## config.mk

```make
export PLATFORM = sky130hd
export DESIGN_NAME = axil_master
export DESIGN_NICKNAME = d
export VERILOG_FILES = /design/src/rtl/axil_pkg.sv /design/src/rtl/axil_master.sv
export SDC_FILE = /design/constraint.sdc
export NUM_CORES = 1
export LEC_CHECK = 0
export CAP_MARGIN = 40
export CORE_MARGIN = 5
export CORE_UTILIZATION = 35
export DETAILED_ROUTE_END_ITERATION = 10
export GPL_TIMING_DRIVEN = 0
export PLACE_DENSITY_LB_ADDON = 0.15
export SYNTH_ARGS = -nofsm -noshare
export SYNTH_HDL_FRONTEND = slang
export SYNTH_SLANG_ARGS = --single-unit
```

## constraint.sdc

```tcl
create_clock -name clk -period 3.45 [get_ports clk]
set_input_delay 0.5175 -clock clk [delete_from_list [all_inputs] [get_ports clk]]
set_output_delay 0.5175 -clock clk [all_outputs]
set_load 0.05 [all_outputs]
```

## src/rtl/axil_pkg.sv

```systemverilog
// Shared AXI4-Lite definitions for the command-to-AXI-Lite master.
// Holds the FSM state type, response codes and the default protection value.
package axil_pkg;

    typedef enum logic [2:0] {
        IDLE,
        WRITE,
        WRESP,
        READ,
        RDATA,
        RESP
    } state_t;

    localparam logic [1:0] RESP_OKAY   = 2'b00;
    localparam logic [1:0] RESP_EXOKAY = 2'b01;
    localparam logic [1:0] RESP_SLVERR = 2'b10;
    localparam logic [1:0] RESP_DECERR = 2'b11;

    localparam logic [2:0] PROT_DEFAULT = 3'b000;

endpackage

```

## src/rtl/axil_master.sv

```systemverilog
// Single-outstanding bridge from a simple cmd/rsp handshake to an AXI4-Lite initiator port.
// Latency: 3 cycles from cmd accept to rsp_valid with a zero-wait responder; each ready wait adds cycles.
// Backpressure: cmd_ready only in IDLE; rsp_valid and its payload hold until rsp_ready.
module axil_master
    import axil_pkg::*;
#(
    parameter int DATA_WIDTH = 32,
    parameter int ADDR_WIDTH = 16,
    parameter int STRB_WIDTH = DATA_WIDTH / 8
) (
    input  logic                  clk,
    input  logic                  rst_n,

    input  logic                  cmd_valid,
    output logic                  cmd_ready,
    input  logic                  cmd_write,
    input  logic [ADDR_WIDTH-1:0] cmd_addr,
    input  logic [DATA_WIDTH-1:0] cmd_wdata,
    input  logic [STRB_WIDTH-1:0] cmd_wstrb,

    output logic                  rsp_valid,
    input  logic                  rsp_ready,
    output logic                  rsp_write,
    output logic [DATA_WIDTH-1:0] rsp_rdata,
    output logic [1:0]            rsp_resp,

    output logic [ADDR_WIDTH-1:0] m_axil_awaddr,
    output logic [2:0]            m_axil_awprot,
    output logic                  m_axil_awvalid,
    input  logic                  m_axil_awready,
    output logic [DATA_WIDTH-1:0] m_axil_wdata,
    output logic [STRB_WIDTH-1:0] m_axil_wstrb,
    output logic                  m_axil_wvalid,
    input  logic                  m_axil_wready,
    input  logic [1:0]            m_axil_bresp,
    input  logic                  m_axil_bvalid,
    output logic                  m_axil_bready,
    output logic [ADDR_WIDTH-1:0] m_axil_araddr,
    output logic [2:0]            m_axil_arprot,
    output logic                  m_axil_arvalid,
    input  logic                  m_axil_arready,
    input  logic [DATA_WIDTH-1:0] m_axil_rdata,
    input  logic [1:0]            m_axil_rresp,
    input  logic                  m_axil_rvalid,
    output logic                  m_axil_rready
);

    state_t state;
    state_t state_next;

    logic [ADDR_WIDTH-1:0] addr_q;
    logic [DATA_WIDTH-1:0] wdata_q;
    logic [STRB_WIDTH-1:0] wstrb_q;
    logic                  write_q;

    logic cmd_fire;
    logic aw_done;
    logic w_done;

    assign cmd_fire = cmd_valid && cmd_ready;
    // A channel counts as done once its valid has dropped or its handshake is happening now.
    assign aw_done  = !m_axil_awvalid || m_axil_awready;
    assign w_done   = !m_axil_wvalid || m_axil_wready;

    assign m_axil_awaddr = addr_q;
    assign m_axil_araddr = addr_q;
    assign m_axil_wdata  = wdata_q;
    assign m_axil_wstrb  = wstrb_q;
    assign m_axil_awprot = PROT_DEFAULT;
    assign m_axil_arprot = PROT_DEFAULT;

    always_ff @(posedge clk or negedge rst_n) begin
        if (!rst_n) begin
            state <= IDLE;
        end else begin
            state <= state_next;
        end
    end

    always_comb begin
        state_next = state;
        case (state)
            IDLE:    if (cmd_fire)              state_next = cmd_write ? WRITE : READ;
            WRITE:   if (aw_done && w_done)     state_next = WRESP;
            WRESP:   if (m_axil_bvalid)         state_next = RESP;
            READ:    if (m_axil_arready)        state_next = RDATA;
            RDATA:   if (m_axil_rvalid)         state_next = RESP;
            RESP:    if (rsp_ready)             state_next = IDLE;
            default:                            state_next = IDLE;
        endcase
    end

    // Every handshake output is a flop loaded from the next state, so none depends on a ready combinationally.
    always_ff @(posedge clk or negedge rst_n) begin
        if (!rst_n) begin
            cmd_ready      <= 1'b0;
            m_axil_awvalid <= 1'b0;
            m_axil_wvalid  <= 1'b0;
            m_axil_arvalid <= 1'b0;
            m_axil_bready  <= 1'b0;
            m_axil_rready  <= 1'b0;
            rsp_valid      <= 1'b0;
            rsp_write      <= 1'b0;
            rsp_rdata      <= '0;
            rsp_resp       <= '0;
            addr_q         <= '0;
            wdata_q        <= '0;
            wstrb_q        <= '0;
            write_q        <= 1'b0;
        end else begin
            cmd_ready      <= (state_next == IDLE);
            m_axil_awvalid <= (cmd_fire && cmd_write) || (m_axil_awvalid && !m_axil_awready);
            m_axil_wvalid  <= (cmd_fire && cmd_write) || (m_axil_wvalid && !m_axil_wready);
            m_axil_arvalid <= (state_next == READ);
            m_axil_bready  <= (state_next == WRESP);
            m_axil_rready  <= (state_next == RDATA);
            rsp_valid      <= (state_next == RESP);

            if (cmd_fire) begin
                addr_q  <= cmd_addr;
                wdata_q <= cmd_wdata;
                wstrb_q <= cmd_wstrb;
                write_q <= cmd_write;
            end

            if (state == WRESP && m_axil_bvalid) begin
                rsp_write <= write_q;
                rsp_rdata <= '0;
                rsp_resp  <= m_axil_bresp;
            end

            if (state == RDATA && m_axil_rvalid) begin
                rsp_write <= write_q;
                rsp_rdata <= m_axil_rdata;
                rsp_resp  <= m_axil_rresp;
            end
        end
    end

endmodule

```

==> summary.txt, run 1 <==
vias in the first global route -> 3138
worst skew pair latency -> 0.36 ns
Overall Power -> 7.55 mW
cell-internal power -> 3.95 mW
share of post-route cells with drive strength above 1 -> 22.1%
GP Congestion -> 0.772
Netlist cell types -> 29
Comb pwr share -> 61.6%
CTS H-tree lvls -> 3
fin. max-slew vios -> 0
Power Density -> 1180 nW/um^2
worst r2r path cells -> 7
switching share of power -> 47.7%
clk slew on worst S/H paths -> 0.09 ns
most frequent cells in the layout -> 206 x clkdlybuf4s50_1, 98 x dfrtp_1, 53 x mux2_2, 32 x a22o_1, 24 x buf_4
DRT antenna net count -> 0
Routed WL per cell -> 16.5 um
worst setup path end -> m_axil_awaddr[13]
hold-fix buffers at CTS -> 0
Psw -> 3.61 mW
sequential share of power -> 26.3%
drt total wl -> 10400 um
Hold Fails Final Rpt -> 0
crit start category -> register
cell area after synthesis -> 3880 um^2
post-synthesis sequential area ratio -> 63.2%
die area -> 13300 um^2
Setup CP Type -> register to primary output
largest fanout on the critical path -> 3
Congestion Overflow GR -> 0
minimum clock period -> 2.18 ns
Post-DP HPWL -> 8030 um
RSZ-0062 raised after global routing -> no
clock share of power -> 12.0%
setup TNS -> 0 ns
Worst Tran Pin Value -> 0.572 ns
R2R Path Start -> state[0]
Final Cycle Share -> 63.1%
max_cap viols -> 0
syn_area_per_cell -> 14.7 um^2
PortBufs -> 207
Core ar. -> 10800 um^2
CTS root buf -> clkbuf_8
Initial DRT Pass Iterations -> 4
initial antenna violation count -> 0
# diodes -> 0
area growth from synthesis to layout -> 65.5%
Vias/cell -> 4.61
total I/O pin count -> 214
Die Wd -> 115 um
Die H -> 115 um
flop2flop setup slack -> 1.79 ns
clock tree from TritonCTS -> built
Lkg Pwr -> 2.81 nW
area share of the largest cell type after synthesis -> 63.2%
commonest non-fill, non-tap cell in the layout -> clkdlybuf4s50_1
Clock Skews -> 0.00568 ns
worst path arrival time -> 1.66 ns
max_slew headroom -> 61.7%
starting density of the core -> 35.8%
Finish-stage setup viols -> 0
Area contributors post-synth -> dfrtp_1 63%, mux2_2 15%, a22o_1 7.2%
HP Class -> input port to async pin
nets -> 586
f_max -> 0.459 GHz
Worst Setup SP -> m_axil_araddr[13]
post-cts resize count -> 0
status -> finished, final reports clean
worst-case clock buffer depth -> 2
#FFs+latches synth -> 98
via count -> 2916
CTS buffer count -> 9
pin count of the biggest net entering global routing -> 62
drt first-iter violations -> 96
Synth Warn # -> 0
capturing point of the worst reg2reg path -> rsp_rdata[12]
Syn Inst Count -> 264
Sinks on Clock Net -> 98
WP data required -> 2.93 ns
post-CTS setup buffers -> 0
FP Rows -> 38
first-pass GRT wire length -> 16300 um
DRC -> 0
peak supply drop -> 0.604 mV
Setup crit end kind -> primary output
post-synth top area cell -> dfrtp_1
Tot GR Track Use -> 15.7%
## through the flow
| step | util (%) | instances | hold WS, ns | area, um^2 | setup WS, ns |
|---|---|---|---|---|---|
| after global routing | 59.3 | 633 | 0.161 | 6420 | 1.20 |
| after global placement | 56.7 | 616 | 0.466 | 6150 | -1.86 |
| final | 59.3 | 633 | 0.124 | 6420 | 1.27 |
| after CTS | 59.3 | 633 | 0.130 | 6420 | 1.25 |
| after floorplan | - | 269 | 0.222 | 3900 | 1.87 |
| after detailed placement | 56.9 | 617 | 0.482 | 6170 | 1.28 |
## cell usage after synthesis, drive strengths merged
cell,count
mux2i,2
and2,1
a31oi,2
a22o,32
o21ai,3
a211oi,1
nor2b,1
nand2,8
buf,35
dfrtp,98
a41oi,1
nand4,2
nor4bb,1
nor3b,2
mux2,54
clkbuf,2
conb,1
nand2b,2
a21oi,2
a2111o,1
o22a,1
a221oi,1
nand3,2
nor2,6
inv,3
## layout make-up
cell class / instances / area [um^2]
multi-input combinational: 131 / 1160
buffer: 37 / 272
inverter: 3 / 11.3
clock buffer: 11 / 151
tap: 140 / 175
timing repair buffer: 208 / 2100
fill: 910 / 4420
clock inverter: 5 / 100
sequential: 98 / 2450
## per-layer routing
metal	wire, um	global-route usage (%)	up-vias
li1	-	-	1359
met1	4290	20.2	1409
met2	4910	24.8	135
met3	1090	5.37	13
met4	130	5.40	0
met5	0	0	-
## kinds of logic (layout without fill, tap and decap cells)
family / after synthesis / after routing / synth area share (%)
and+or+nand+nor: 25 / 25 / 3.61
other: 1 / 6 / 0.0966
DFF: 98 / 98 / 63.2
AOI/OAI and AO/OA: 44 / 44 / 9.54
buffers and inverters: 40 / 264 / 7.29
muxes: 56 / 56 / 16.3
## worst max-delay path, stage by stage (launching register included)
cell	delay (ns)
dfrtp_1	0.40
buf_4	0.12
clkdlybuf4s50_1	0.78
## power by group through the flow
stage | clock network, mW | registers [mW] | logic (mW)
4_1_cts | 0.943 | 2.00 | 4.71
3_3_place_gp | 0 | 1.99 | 4.65
2_1_floorplan | 0 | 3.78 | 1.31
3_5_place_dp | 0 | 2.01 | 4.70
5_1_grt | 0.979 | 2.06 | 4.85
6_report | 0.907 | 1.99 | 4.66
## worst min path at each step
stage | slack (ns) | end | from
floorplan | 0.22 | cmd_ready | rst_n
global placement | 0.47 | rsp_resp[0] | rsp_resp[0]
detailed placement | 0.48 | rsp_rdata[29] | rsp_rdata[29]
CTS | 0.13 | m_axil_wdata[7] | rst_n
global route | 0.16 | m_axil_araddr[10] | rst_n
finish | 0.12 | m_axil_wdata[28] | rst_n
## flip-flops by register name (all words and copies together), names as in the netlist, 2 cells and up
signal	count
m_axil_araddr	16
rsp_resp	2
m_axil_wdata	32
rsp_rdata	32
state	3
m_axil_wstrb	4
No activity file was read; power rests on OpenSTA's default activity.
==> run 2, diff against run 1 <==
==> constraint.sdc (replaced) <==
create_clock -name clk -period 2 [get_ports clk]
set_input_delay 0.3 -clock clk [delete_from_list [all_inputs] [get_ports clk]]
set_output_delay 0.3 -clock clk [all_outputs]
set_load 0.05 [all_outputs]
==> summary.txt, run 2 (synthesis gave the netlist of run 1 again) <==
status -> finished, final reports clean
initial antenna violation count -> 0
Worst Setup SP -> m_axil_araddr[3]
area growth from synthesis to layout -> 66.0%
worst setup path end -> m_axil_awaddr[3]
Comb pwr share -> 61.6%
switching share of power -> 47.8%
clock share of power -> 12.0%
worst r2r path cells -> 7
die area -> 13300 um^2
FP Rows -> 38
Lkg Pwr -> 2.85 nW
pin count of the biggest net entering global routing -> 62
worst path arrival time -> 1.65 ns
CTS root buf -> clkbuf_8
Post-DP HPWL -> 8030 um
R2R Path Start -> state[0]
final hold slack -> 0.448 ns
Hold Fails Final Rpt -> 0
Clock Skews -> 0.00772 ns
# diodes -> 0
Worst Tran Pin Value -> 0.572 ns
drt first-iter violations -> 71
first-pass GRT wire length -> 16300 um
clk slew on worst S/H paths -> 0.09 ns
drt total wl -> 10500 um
max_slew headroom -> 61.8%
Tot GR Track Use -> 15.7%
pre-CTS worst setup slack -> 0.0500 ns
cell-internal power -> 6.80 mW
minimum clock period -> 1.95 ns
largest fanout on the critical path -> 3
DRC -> 0
post-CTS setup buffers -> 0
max_cap viols -> 0
CTS H-tree lvls -> 3
Core ar. -> 10800 um^2
vias in the first global route -> 3138
placed cell count -> 617
worst-case clock buffer depth -> 2
Vias/cell -> 4.61
setup slack after layout -> 0.0533 ns
most frequent cells in the layout -> 202 x clkdlybuf4s50_1, 98 x dfrtp_1, 53 x mux2_2, 32 x a22o_1, 24 x buf_4
GP Congestion -> 0.772
commonest non-fill, non-tap cell in the layout -> clkdlybuf4s50_1
RSZ-0062 raised after global routing -> no
final cell count without fillers -> 634
Sinks on Clock Net -> 98
nets -> 587
Die Wd -> 115 um
clock tree from TritonCTS -> built
capturing point of the worst reg2reg path -> rsp_rdata[12]
Initial DRT Pass Iterations -> 4
Final Cycle Share -> 97.3%
DRT antenna net count -> 0
HP Class -> input port to async pin
total I/O pin count -> 214
fin. max-slew vios -> 0
Setup crit end kind -> primary output
Psw -> 6.23 mW
Setup CP Type -> register to primary output
via count -> 2925
Power Density -> 2020 nW/um^2
Die H -> 115 um
CTS buffer count -> 9
crit start category -> register
WP data required -> 1.70 ns
f_max -> 0.514 GHz
starting density of the core -> 35.8%
share of post-route cells with drive strength above 1 -> 22.1%
flop2flop setup slack -> 0.33 ns
Finish-stage setup viols -> 0
peak supply drop -> 1.03 mV
PortBufs -> 207
worst skew pair latency -> 0.36 ns
sequential share of power -> 26.3%
Routed WL per cell -> 16.5 um
Congestion Overflow GR -> 0
==> run 2: cell count changes in the layout (fill, tap and decap cells not counted) <==
cell	before	now
dlymetal6s2s_1	0	4
clkdlybuf4s50_1	206	202
dlygate4sd3_1	0	1
==> run 2: stage by stage <==
| step | power [mW] | cell area (um^2) | setup TNS, ns | utilization [%] |
|---|---|---|---|---|
| after floorplan | 8.78 | 3900 | 0 | - |
| after global placement | 11.5 | 6150 | -302.82 | 56.7 |
| after detailed placement | 11.6 | 6170 | 0 | 56.9 |
| after CTS | 13.2 | 6430 | 0 | 59.3 |
| after global routing | 13.6 | 6440 | 0 | 59.4 |
| final | 13.0 | 6440 | 0 | 59.4 |
==> run 2: worst min path at each step <==
stage,cells after the start,to
3_3_place_gp,2,rsp_resp[0]
6_report,2,m_axil_wdata[28]
2_1_floorplan,0,cmd_ready
5_1_grt,2,m_axil_araddr[10]
4_1_cts,2,m_axil_wdata[7]
3_5_place_dp,1,m_axil_wdata[28]
==> run 2: area by class of cell <==
| class | count | area (um^2) |
|---|---|---|
| fill | 907 | 4400 |
| sequential | 98 | 2450 |
| timing repair buffer | 209 | 2120 |
| multi-input combinational | 131 | 1160 |
| buffer | 37 | 272 |
| tap | 140 | 175 |
| clock buffer | 11 | 151 |
| clock inverter | 5 | 100 |
| inverter | 3 | 11.3 |
==> run 2: critical path, stage by stage (launching register included) <==
cell and delay (ns):
dfrtp_1 0.39, buf_4 0.12, clkdlybuf4s50_1 0.79
==> run 2: layer usage <==
layer | part of all wire, % | GRT usage [%] | up-vias
met3 | 11 | 5.37 | 9
met1 | 41 | 20.2 | 1423
li1 | - | - | 1360
met4 | 0.94 | 5.40 | 0
met2 | 47 | 24.8 | 133
met5 | 0 | 0 | -
==> run 2: power groups by stage <==
stage          Clock [mW]  Sequential, mW  Combinational, mW
6_report             1.57            3.43               8.03
5_1_grt              1.69            3.56               8.35
4_1_cts              1.63            3.44               8.12
3_5_place_dp            0            3.47               8.11
3_3_place_gp            0            3.43               8.03
2_1_floorplan           0            6.52               2.26
==> run 2: repair_timing <==
item	4_1_cts	5_1_grt
setup endpoints to repair	0	4
hold buffers	1	0
resized for setup	0	4
hold endpoints to repair	37	0
